**config.mk**
```make
export PLATFORM = sky130hd
export DESIGN_NAME = bisr_repair_ctrl
export DESIGN_NICKNAME = d
export VERILOG_FILES = /design/src/rtl/bisr_repair_ctrl.sv
export SDC_FILE = /design/constraint.sdc
export NUM_CORES = 1
export LEC_CHECK = 0
export ABC_AREA = 1
export BUFFER_PORTS_ARGS = -buffer_cell sky130_fd_sc_hd__buf_2
export CORE_MARGIN = 1
export CORE_UTILIZATION = 50
export CTS_CLUSTER_SIZE = 14
export DETAILED_ROUTE_END_ITERATION = 12
export MAX_ROUTING_LAYER = met4
export PLACE_DENSITY = 0.79
export SETUP_SLACK_MARGIN = 0.1
export SYNTH_ARGS = -nofsm -noshare
export SYNTH_HDL_FRONTEND = slang
export SYNTH_SLANG_ARGS = --single-unit
export TNS_END_PERCENT = 1
```
**constraint.sdc**
```tcl
create_clock -name clk -period 1.3 [get_ports clk]
set_input_delay 0.13 -clock clk [delete_from_list [all_inputs] [get_ports clk]]
set_output_delay 0.13 -clock clk [all_outputs]
set_load 0.02 [all_outputs]
```
**src/rtl/bisr_repair_ctrl.sv**
```systemverilog
// BISR repair controller: gathers per-PE fault reports and maps the single redundant MAC onto a faulty PE.
// Optional macro BISR_STICKY_FAULT_EN keeps the fault map across re-runs, so only rst clears it.
module bisr_repair_ctrl #(
  parameter int ROWS          = 2,
  parameter int COLS          = 2,
  parameter int SETTLE_CYCLES = 4,
  localparam int NPE = ROWS * COLS,
  localparam int IW  = (NPE > 1) ? $clog2(NPE) : 1,
  localparam int CW  = $clog2(NPE + 1)
) (
  input  logic          clk,
  input  logic          rst,
  input  logic          start,
  input  logic          rpt_valid,
  output logic          rpt_ready,
  input  logic [IW-1:0] rpt_pe_idx,
  input  logic          rpt_fail,
  input  logic          scan_done,
  output logic [NPE-1:0] repair_map,
  output logic          spare_en,
  output logic [IW-1:0] spare_sel_idx,
  output logic [CW-1:0] fault_count,
  output logic          repair_done,
  output logic          unrepairable
);

  typedef enum logic [2:0] {
    ST_IDLE,
    ST_COLLECT,
    ST_ALLOC,
    ST_APPLY,
    ST_DONE,
    ST_FAIL
  } state_t;

  state_t          state_q, state_d;
  logic [NPE-1:0]  fault_map_q, fault_map_d;
  logic [3:0]      settle_q, settle_d;
  logic            rpt_ready_d;
  logic [NPE-1:0]  repair_map_d;
  logic            spare_en_d;
  logic [IW-1:0]   spare_sel_d;
  logic [CW-1:0]   fault_count_d;
  logic            repair_done_d;
  logic            unrepairable_d;
  logic [IW-1:0]   low_idx;
  logic            rpt_idx_ok;
  logic            begin_run;

  assign rpt_idx_ok = (32'(rpt_pe_idx) < NPE);
  assign begin_run  = start && (state_q == ST_IDLE || state_q == ST_DONE || state_q == ST_FAIL);

  // Lowest set bit; only consulted when exactly one bit is set.
  always_comb begin
    low_idx = '0;
    for (int i = NPE - 1; i >= 0; i--) begin
      if (fault_map_q[i]) low_idx = IW'(i);
    end
  end

  always_comb begin
    state_d        = state_q;
    fault_map_d    = fault_map_q;
    settle_d       = settle_q;
    rpt_ready_d    = rpt_ready;
    repair_map_d   = repair_map;
    spare_en_d     = spare_en;
    spare_sel_d    = spare_sel_idx;
    fault_count_d  = fault_count;
    repair_done_d  = repair_done;
    unrepairable_d = unrepairable;

    case (state_q)
      ST_COLLECT: begin
        if (rpt_valid && rpt_ready && rpt_fail && rpt_idx_ok && !fault_map_q[rpt_pe_idx]) begin
          fault_map_d[rpt_pe_idx] = 1'b1;
          if (fault_count < CW'(NPE)) fault_count_d = fault_count + CW'(1);
        end
        if (scan_done) begin
          state_d     = ST_ALLOC;
          rpt_ready_d = 1'b0;
        end
      end
      ST_ALLOC: begin
        if (fault_count == '0) begin
          state_d       = ST_DONE;
          spare_en_d    = 1'b0;
          repair_done_d = 1'b1;
        end else if (fault_count == CW'(1)) begin
          state_d      = ST_APPLY;
          spare_sel_d  = low_idx;
          repair_map_d = fault_map_q;
          spare_en_d   = 1'b1;
          settle_d     = 4'(SETTLE_CYCLES);
        end else begin
          state_d        = ST_FAIL;
          unrepairable_d = 1'b1;
          spare_en_d     = 1'b0;
          repair_map_d   = '0;
        end
      end
      ST_APPLY: begin
        if (settle_q == 4'd0) begin
          state_d       = ST_DONE;
          repair_done_d = 1'b1;
        end else begin
          settle_d = settle_q - 4'd1;
        end
      end
      default: ;
    endcase

    // A new run drops the previous repair configuration before collecting.
    if (begin_run) begin
      state_d        = ST_COLLECT;
      rpt_ready_d    = 1'b1;
      repair_map_d   = '0;
      spare_en_d     = 1'b0;
      spare_sel_d    = '0;
      repair_done_d  = 1'b0;
      unrepairable_d = 1'b0;
`ifdef BISR_STICKY_FAULT_EN
      fault_map_d    = fault_map_q;
      fault_count_d  = fault_count;
`else
      fault_map_d    = '0;
      fault_count_d  = '0;
`endif
    end
  end

  always_ff @(posedge clk) begin
    if (rst) begin
      state_q       <= ST_IDLE;
      fault_map_q   <= '0;
      settle_q      <= '0;
      rpt_ready     <= 1'b0;
      repair_map    <= '0;
      spare_en      <= 1'b0;
      spare_sel_idx <= '0;
      fault_count   <= '0;
      repair_done   <= 1'b0;
      unrepairable  <= 1'b0;
    end else begin
      state_q       <= state_d;
      fault_map_q   <= fault_map_d;
      settle_q      <= settle_d;
      rpt_ready     <= rpt_ready_d;
      repair_map    <= repair_map_d;
      spare_en      <= spare_en_d;
      spare_sel_idx <= spare_sel_d;
      fault_count   <= fault_count_d;
      repair_done   <= repair_done_d;
      unrepairable  <= unrepairable_d;
    end
  end

endmodule
```
# Word level (Yosys, flattened, before mapping)
# Index checks and enable logic that the tools add are counted.
# op_classes
addsub	2
magnitude_cmp	3
eq_ne	14
n_mux	27
bitwise_logic	3
reduce_logical	27
# op_table
op	count
$reduce_and A3 Y1	6
$mux W4	4
$mux W3	4
$ne A2 B2 Y1 const B	6
$mux W1	10
$pmux W3 S3	1
$mux W2	4
$pmux W4 S2	1
$eq A3 B1 Y1 const B	2
$eq A3 B2 Y1 const B	2
$eq A3 B3 Y1 const B	2
$logic_not A3 Y1	2
$ne A3 B3 Y1 const B	2
$reduce_and A2 Y1	3
$reduce_bool A2 Y1	3
$logic_and A1 B1 Y1	5
$logic_not A4 Y1	1
$or A4 B4 Y4	1
$reduce_and A4 Y1	1
$reduce_bool A4 Y1	1
$sub A4 B1 Y4 const B	1
$add A3 B1 Y3 const B	1
$lt A2 B3 Y1 const B	1
$lt A3 B3 Y1 const B	1
other kinds (9)	11
# totals
reg_bits	24
in_bits	8
out_inout_bits	13
word_cells	87

# Longest topological paths before layout
# Gate-level depths: netlist of run 1.
# depth
ltp_word	6
ltp_mapped	9
ltp_nobuf	9

# Least setup slack after synthesis of run 1
# Ideal clock, no wire load.
# synth_path
path_type	register -> register
from	register fault_count[1]
to	register settle_q[0]
setup_time_ps	70
arrival_time_ps	1325
t_required_ps	1230
setup_slack_ps	-95
stages_incl_launch_ff	10
path_buffers	0
synth_period_minus_slack_ps	1395
cell_sequence	dfxtp_1 > inv_1 > ha_1 > nand2_1 > nor2_1 > nand2_1 > inv_2 > nor2_1 > inv_2 > a21oi_1
# synth_via
elab_chain_len	3
word_cells_on_any_way	5
classes_between	eq/ne (3); reduce/logical (2)
# synth_rtl
item	line_no	text
from (decl)	22	output logic [CW-1:0] fault_count,
from (signal assigned)	152	fault_count <= fault_count_d;
$eq A3 B1 Y1 or $logic_not A3 Y1 (tied branches)	89, 85	
$ne A2 B2 Y1 (no source line)	-	
$reduce_and A4 Y1 (no source line) *	-	
to (signal assigned)	147	settle_q <= settle_d;
to (decl)	38	logic [3:0] settle_q, settle_d;
# Mark *: on every way between the ends. The rest lies on a longest branch, timed or not.
# A chain may end at the register's enable or synchronous reset.

# Final worst setup path of run 1
# layout_path
from	register settle_q[1]
to	register settle_q[2]
# layout_via
elab_chain_len	3
word_cells_on_any_way	6
classes_between	add/sub (1); eq/ne (1); mux (2); reduce/logical (2)
# layout_rtl
item	line_no
$sub A4 B1 Y4 or $logic_not A4 Y1 (tied branches)	107, 103
$mux W4 or $ne A2 B2 Y1 (tied branches)	-
$pmux W4 S2 or $reduce_and A4 Y1 (tied branches)	-
# Parallel ways exist; a longest one is shown, timed or not. The select of a mux whose other input is x is not followed.

==> results of run 1 <==
==> cells in the final DEF, fill, tap and decap left out, types with 4 or more instances in the layout <==
cell type and count:
buf_2 20, nor2_1 13, inv_1 16, nor2_4 4
nand3_1 12, dfxtp_1 17, nand2_4 6, buf_4 11
a21oi_1 15, dfxtp_4 4, inv_2 4, nand2_2 9
a21oi_2 5, nand2_1 29
==> state kept, by name (all words and copies together) (netlist names) <==
register / cells
rpt_ready: 1
settle_q: 4
repair_map: 4
state_q: 3
fault_count: 3
spare_en: 1
repair_done: 1
fault_map_q: 4
spare_sel_idx: 2
unrepairable: 1
==> timing repair <==
item	in CTS	in global routing
setup buffers	4	1
pin swaps	6	10
cloned	1	0
setup endpoints to repair	20	21
hold buffers	0	0
resized for setup	25	19
==> cells by family after synthesis <==
logic type                 Yosys count
and+or+nand+nor                     85
adders and majority gates            4
AOI/OAI and AO/OA                   25
buffers and inverters               24
DFF                                 24
==> routing by layer <==
layer	up-vias	GRT usage	share of wire
met3	5	0.0463	0.032
met4	0	0.100	0.015
met2	21	0.416	0.51
met1	556	0.264	0.44
li1	593	-	-
met5	-	-	0
==> power by group <==
| part | switching (W) | leakage, nW | internal (W) |
|---|---|---|---|
| clock network | 0.000217 | 0.0150 | 0.000120 |
| logic | 0.0000873 | 0.478 | 0.0000544 |
| registers | 0.0000152 | 0.198 | 0.000741 |
| total | 0.000319 | 0.692 | 0.000915 |
==> synthesized netlist by cell type <==
| master | count | area share |
|---|---|---|
| nand2_1 | 37 | 0.12 |
| dfxtp_1 | 24 | 0.42 |
| a21oi_1 | 20 | 0.087 |
| inv_1 | 19 | 0.062 |
| nor2_1 | 17 | 0.055 |
| nand3_1 | 15 | 0.065 |
| nand2_2 | 8 | 0.043 |
| ha_1 | 4 | 0.043 |
| inv_2 | 4 | 0.013 |
| nand4_1 | 2 | 0.011 |
| a211oi_1 | 1 | 0.0065 |
| a31oi_1 | 1 | 0.0054 |
| buf_2 | 1 | 0.0043 |
| nand3_2 | 1 | 0.0087 |
| nor2_2 | 1 | 0.0054 |
| nor2_4 | 1 | 0.0098 |
| nor2_8 | 1 | 0.017 |
| nor3_1 | 1 | 0.0043 |
| o21a_1 | 1 | 0.0065 |
| o21ai_0 | 1 | 0.0043 |
| o21ai_1 | 1 | 0.0043 |
| or2_2 | 1 | 0.0054 |
==> worst max-delay path by stage <==
stage               slack, ns            from        endpoint  cells past startpoint
finish                   0.07     settle_q[1]     settle_q[2]                      6
CTS                       0.1       rpt_ready  fault_count[0]                      7
floorplan                0.09  fault_count[0]     repair_done                      7
detailed placement      -0.09      state_q[0]  fault_count[0]                      7
global route            0.005      state_q[2]     settle_q[1]                      9
global placement        -0.04      state_q[0]  fault_count[1]                      7
==> worst max-delay path: stages, from the launching register on <==
cell and delay, ns:
dfxtp_2 0.36, inv_2 0.04, ha_2 0.19, or2_2 0.30
nand3_1 0.09, nand3_2 0.07, a21oi_2 0.12
==> layout make-up <==
class | count | share of cell area
clock buffers | 4 | 0.0166
flip-flops and latches | 24 | 0.316
inverters | 23 | 0.0593
repair buffers | 31 | 0.116
well taps | 28 | 0.0222
multi-input cells | 115 | 0.471
==> metrics by stage <==
step	cells	TNS [ns]	hold WS [ns]	power, W	cell area, um2
finish	225	0	0.0512	0.00123	1580
global route	225	0	0.0311	0.00130	1580
CTS	224	0	0.0605	0.00122	1490
detailed placement	215	-0.164	0.387	0.000885	1350
global placement	215	-0.0667	0.392	0.000881	1350
floorplan	162	0	0.199	0.000842	1170
==> results_dict.tcl, run 1 <==
set metrics [dict create \
    p_leak_nw 0.692 \
    hold_start "rst" \
    setup_ws_ns 0.0739 \
    multiInputGateArea_um2 744 \
    worstPathMaxFanout 3 \
    place_congestion 0.839 \
    synth_simple_gate_area_share 0.346 \
    regToRegSetupSlack_ns 0.07 \
    synth_cell_type_count 22 \
    place.port_buffers 20 \
    fin_util 0.722 \
    rr_startpoint "settle_q[1]" \
    cts_buffers 3 \
    reg2reg_to "settle_q[2]" \
    postSynthCellCount 162 \
    grt_setup_unrepaired "true" \
    cts_tree "built" \
    end_kind "flip-flop" \
    wl_per_cell_um 12.2 \
    synth_xor_area_frac 0 \
    synthMuxAreaShare 0 \
    finalHoldViolCount 0 \
    ir_drop_mv 0.640 \
    cts_buffer_depth 2 \
    grt_start_max_net_pins 14 \
    slew_headroom 0.795 \
    syn_avg_cell_area_um2 7.11 \
    ys_seq_elements 24 \
    syn2layout_area_growth_pct 37.2 \
    clk_pin_slew_ns 0.13 \
    min_path_type "input pin to flip-flop" \
    core_um2 2190 \
    report.final.slew_viol_count 0 \
    wl_mm 2.74 \
    synth_top_family_by_area "simple AND/OR/NAND/NOR gates" \
    pin_count 21 \
    ys_seq_area_frac 0.417 \
    min_to "settle_q[2]" \
    post-route-min-period_ns 1.23 \
    syn-num-nets 174 \
    drc 0 \
    grt_first_pass_wirelength_mm 4.46 \
    cts-root-buf "clkbuf_4" \
    min_path_cells 2 \
    antenna_found_initial 0 \
    clock_latency_ns 0.31 \
    finalSetupViolations 0 \
    grt_usage 0.240 \
    reg2reg_depth 6 \
    fp-row-count 17 \
    ctsHtreeMaxLevel 1 \
    cts_sinks 24 \
    drt_first_pass_iters 4 \
    seq_area_um2 499 \
    fin_skew_ns 0.0100 \
    tightest_slew_ns 0.306 \
    diodes 0 \
    synth_compound_area_frac 0.114 \
    grt.overflow.total 0 \
    fmax_ghz 0.816 \
    power_density_nw_per_um2 780 \
    layout-drive-gt1-share 0.431 \
    cp-start-kind "flip-flop" \
    worstSetupPathType "flip-flop to flip-flop" \
    yosys_warnings 0 \
    dpl.hpwl_mm 1.90 \
    drt_iter0_drc 16 \
    n_fill_cell 173 \
    status "finished, final reports clean" \
    synth_fa_ha_area_frac 0.0434 \
    ant_nets 0 \
    min_period_over_period 0.943 \
    die_x_um 50.0 \
    nets 210 \
    cp.required_ns 1.57 \
    maxCapViolCount 0 \
    die_height_um 50.0 \
    arrival_ns 1.49 \
    synth_area_um2 1150 \
    start_util 0.526 \
    via_per_inst 5.22 \
    grt_pass1_vias 1093 \
    dp_slack_ns -0.0922 \
    die_area_um2 2500 \
    vias 1175 \
]
No activity file was read; power rests on OpenSTA's default activity.
==> run 2, diff against run 1 <==
Settings changed: CORE_UTILIZATION 50 to 45, PLACE_DENSITY 0.79 to 0.73.
==> run 2 against run 1 <==
- clock skew is 0.0073 ns lower
- hold slack lost 0.024 ns
- clock power grew 67%
- critical endpoint is now settle_q[3]
==> results_dict.tcl, run 2 (synthesized netlist as in run 1, its figures left out) <==
set metrics [dict create \
    ctsHtreeMaxLevel 1 \
    met2_usage 0.411 \
    critPathBufInv 2 \
    die_area_um2 2770 \
    status "finished, final reports clean" \
    postCtsHoldBufs 0 \
    layout_commonest_cell "nand2_1" \
    post-route-min-period_ns 1.28 \
    layout-drive-gt1-share 0.407 \
    met3_usage 0.0609 \
    drt_first_pass_iters 4 \
    pin_count 21 \
    syn2layout_area_growth_pct 39.1 \
    grt_setup_unrepaired "true" \
    power_density_nw_per_um2 911 \
    antenna_found_initial 0 \
    grt_usage 0.237 \
    cp.required_ns 1.58 \
    grt_pass1_vias 1060 \
    seq_area_um2 498 \
    switching_share 0.242 \
    grt_first_pass_wirelength_mm 4.64 \
    placed_cells 216 \
    grtUsageMet1 0.261 \
    slew_headroom 0.808 \
    fp-row-count 17 \
    tightest_slew_ns 0.286 \
    internal_power_w 0.00111 \
    clk_pin_slew_ns 0.14 \
    cts-root-buf "clkbuf_4" \
    dpl.hpwl_mm 1.89 \
    regToRegSetupSlack_ns 0.02 \
    min_path_type "input pin to flip-flop" \
    power_frac_clock 0.385 \
    cts_sinks 24 \
    multiInputGateArea_um2 728 \
    place_area_um2 1360 \
    report.final.slew_viol_count 0 \
    fin_total_pwr_w 0.00146 \
    reg.largest.list "fault_map_q x4, repair_map x4, settle_q x4" \
    cts_tree "built" \
    final_cell_mix "nand2_1, buf_2, a21oi_1, dfxtp_1, inv_1" \
    worstPathMaxFanout 7 \
    worstSetupPathType "flip-flop to flip-flop" \
    p_leak_nw 0.736 \
    path_cells "inv_2 > nand2_2 > nor2_4 > nand2_4 > nand2_8 > nand3_1 > nand2_1 > inv_1 > nor2_1" \
    grt.overflow.total 0 \
    arrival_ns 1.56 \
    fin_skew_ns 0.00270 \
    place_congestion 0.811 \
    cp_top_family "simple AND/OR/NAND/NOR gates" \
    drc 0 \
    ant_nets 0 \
    grt_start_max_net_pins 15 \
    start_util 0.497 \
    die_x_um 52.6 \
    die_height_um 52.6 \
    min_period_over_period 0.982 \
    maxCapViolCount 0 \
    core_um2 2320 \
    fmax_ghz 0.783 \
    n_fill_cell 174 \
    stdcell_area_um2 1600 \
    vias 1180 \
    slowest_delay_ns 0.35 \
    drt_iter0_drc 29 \
    gr-max-usage-layer "met2" \
    end_kind "flip-flop" \
    cp_slowest_cell "dfxtp_2" \
    cts_buffer_depth 2 \
    nets 212 \
    ir_drop_mv 0.797 \
    finalSetupViolations 0 \
    wl_mm 2.90 \
    cp-start-kind "flip-flop" \
    instances_no_fill 227 \
    wl_per_cell_um 12.8 \
    clock_latency_ns 0.33 \
    p_sw_w 0.000353 \
    power_frac_seq 0.517 \
    diodes 0 \
    place.port_buffers 20 \
    comb_power_share 0.098 \
    cts_buffers 3 \
    finalHoldViolCount 0 \
    via_per_inst 5.20 \
]
==> run 2: layout make-up <==
class | count | area share
tap | 28 | 0.0219
clock buffer | 3 | 0.0141
multi-input combinational | 115 | 0.454
clock inverter | 1 | 0.0187
timing repair buffer | 33 | 0.123
sequential | 24 | 0.311
inverter | 23 | 0.0570
==> run 2: through the flow <==
step / util / hold slack, ns / setup slack, ns / setup TNS, ns
after detailed placement: 0.584 / 0.374 / -0.0522 / -0.147
after global routing: 0.691 / 0.00949 / -0.0105 / -0.0143
after CTS: 0.656 / 0.0265 / 0.0764 / 0
final: 0.691 / 0.0273 / 0.0229 / 0
after global placement: 0.584 / 0.372 / -0.0278 / -0.0463
after floorplan: - / 0.199 / 0.0934 / 0
==> run 2: repair_timing <==
| action | in CTS | in global routing |
|---|---|---|
| buffers inserted | 3 | 3 |
| pin swaps | 9 | 11 |
| endpoints found under the setup margin | 22 | 24 |
| resized for setup | 22 | 15 |
| gates cloned | 1 | 0 |
==> run 2: worst register-to-register path, cell delays in order (launching register included) <==
cell	delay [ns]
dfxtp_2	0.35
inv_2	0.09
nand2_2	0.09
nor2_4	0.22
nand2_4	0.12
nand2_8	0.10
nand3_1	0.07
nand2_1	0.07
inv_1	0.04
nor2_1	0.08
==> run 2: power groups by stage <==
stage	sequential, W	clock, W	combinational [W]
floorplan	0.000773	0	0.0000688
global placement	0.000769	0	0.000114
detailed placement	0.000770	0	0.000116
CTS	0.000755	0.000566	0.000127
global route	0.000756	0.000613	0.000154
finish	0.000754	0.000563	0.000143
==> run 2: final timing paths <==
check             cells after the start            end     startpoint
setup / recovery                      9    settle_q[3]     state_q[2]
hold / removal                        2     state_q[0]            rst
setup reg to reg                      9    settle_q[3]     state_q[2]
hold reg to reg                       2  repair_map[1]  repair_map[1]
==> run 2: metal layers <==
metal / up-vias / routed length (um) / share of wire
met5: - / 0 / 0
met2: 38 / 1460 / 0.50
li1: 590 / - / -
met4: 0 / 46 / 0.016
met3: 7 / 127 / 0.044
met1: 545 / 1270 / 0.44
==> run 3, diff against run 2 <==
Clock period 1.3 ns to 1.2 ns, I/O delays scaled along.
==> run 3 against run 2 <==
- power decreased by 6.0%
- fmax increased by 3.5%
- register-to-register slack got worse by 0.06 ns
- highest routed layer unchanged
- hold slack improved by 0.011 ns
- critical path depth decreased by 2
- clock power decreased by 33%
- global-route usage increased by 1.0 points
- sequential power increased by 8.1%
- via count increased by 1.3%
- the run now ends with negative setup slack left
==> results_dict.tcl, run 3 (synthesized netlist as in run 1, its figures left out) <==
set metrics [dict create \
    p_leak_nw 0.734 \
    fmax_ghz 0.810 \
    grt_first_pass_wirelength_mm 4.87 \
    m1WireLength_mm 1.33 \
    rr_startpoint "state_q[2]" \
    min_to "state_q[0]" \
    worstPathMaxFanout 6 \
    worstSetupPathType "flip-flop to flip-flop" \
    cts-root-buf "clkbuf_4" \
    post-route-min-period_ns 1.23 \
    cp-start-kind "flip-flop" \
    postCtsHoldBufs 0 \
    internal_power_w 0.00100 \
    wl_met2_mm 1.45 \
    violations "negative setup slack" \
    comb_power_share 0.131 \
    drt_first_pass_iters 6 \
    start_util 0.497 \
    grt_start_max_net_pins 14 \
    place.port_buffers 20 \
    syn2layout_area_growth_pct 43.0 \
    antenna_found_initial 0 \
    drc 0 \
    switching_share 0.271 \
    power_density_nw_per_um2 832 \
    stdcell_area_um2 1650 \
    clk_pin_slew_ns 0.13 \
    power_frac_clock 0.275 \
    drt_iter0_drc 18 \
    timing.hold.ws_ns 0.0382 \
    vias 1195 \
    nets 217 \
    cts_tree "built" \
    setup_ws_ns -0.0341 \
    die_height_um 52.6 \
    wl_mm 2.89 \
    diodes 0 \
    power_frac_seq 0.594 \
    ir_drop_mv 0.878 \
    end_kind "flip-flop" \
    reg.largest.list "fault_map_q x4, repair_map x4, settle_q x4" \
    core_um2 2320 \
    grt_setup_unrepaired "true" \
    min_path_cells 2 \
    tns_ns -0.119 \
    tightest_slew_ns 0.255 \
    report.final.slew_viol_count 0 \
    regToRegSetupSlack_ns -0.03 \
    wl_met3_um 95 \
    via_per_inst 5.15 \
    p_sw_w 0.000372 \
    reg2reg_depth 7 \
    slew_headroom 0.829 \
    final_cell_mix "nand2_1, buf_2, a21oi_1, dfxtp_1, buf_4" \
    grt.overflow.total 0 \
    placed_cells 222 \
    top_layer_used "met4" \
    fin_skew_ns 0.00166 \
    instances_no_fill 232 \
    cp.required_ns 1.47 \
    clock_latency_ns 0.33 \
    place_area_um2 1420 \
    finalSetupViolations 8 \
    grt_pass1_vias 1194 \
    finalHoldViolCount 0 \
    wl_per_cell_um 12.4 \
    cp-startpoint "state_q[2]" \
    cts_sinks 24 \
    cts_buffer_depth 2 \
    grt_usage 0.247 \
    status "finished with violations" \
    ctsHtreeMaxLevel 1 \
    hold_start "rst" \
    cts_buffers 3 \
    fp-row-count 17 \
    layout_commonest_cell "nand2_1" \
    dp_slack_ns -0.0836 \
    min_path_type "input pin to flip-flop" \
    pin_count 21 \
    reg2reg_to "settle_q[2]" \
    maxCapViolCount 0 \
    die_x_um 52.6 \
    min_period_over_period 1.03 \
    layout-drive-gt1-share 0.461 \
    arrival_ns 1.50 \
    ant_nets 0 \
    place_congestion 0.820 \
    dpl.hpwl_mm 2.02 \
    die_area_um2 2770 \
]
-- run 3: area by class of cell --
cell class | count | area [um2]
multi-input cells | 115 | 743
fillers | 180 | 671
flip-flops and latches | 24 | 497
repair buffers | 38 | 255
inverters | 23 | 91.3
well taps | 28 | 35.0
clock buffers | 3 | 22.5
clock inverters | 1 | 3.75
-- run 3: how the worst max path moves through the flow --
stage | endpoint | slack [ns]
finish | settle_q[2] | -0.03
global route | settle_q[2] | -0.09
CTS | fault_count[1] | -0.01
detailed placement | settle_q[0] | -0.08
global placement | settle_q[0] | -0.07
floorplan | settle_q[0] | 0.004
-- run 3: metal layers --
metal,vias up,track usage
li1,605,-
met3,4,0.0609
met2,19,0.447
met1,567,0.267
met4,0,0.0614
met5,-,-
-- run 3: critical path, stage by stage, from the launching register on --
cell and delay [ns]:
dfxtp_2 0.36, inv_2 0.09, nand2_2 0.08, nor2_4 0.20
nand2_2 0.14, nand2_4 0.10, nand2_1 0.06, a21oi_1 0.14
-- run 3: timing repair --
| action | 4_1_cts | 5_1_grt |
|---|---|---|
| endpoints found under the setup margin | 25 | 26 |
| setup buffers | 3 | 2 |
| resized for setup | 29 | 16 |
| cloned | 1 | 0 |
| pin swaps | 10 | 6 |
-- run 3: metrics by stage --
step,utilization,power [W]
4_1_cts,0.673,0.00136
5_1_grt,0.711,0.00143
6_report,0.711,0.00137
2_1_floorplan,-,0.000913
3_3_place_gp,0.611,0.000971
3_5_place_dp,0.611,0.000976
-- run 3: power by group through the flow --
stage	Sequential (W)	Clock [W]	Combinational [W]
2_1_floorplan	0.000838	0	0.0000750
3_3_place_gp	0.000831	0	0.000140
3_5_place_dp	0.000832	0	0.000144
4_1_cts	0.000815	0.000385	0.000164
5_1_grt	0.000817	0.000417	0.000197
6_report	0.000815	0.000377	0.000180
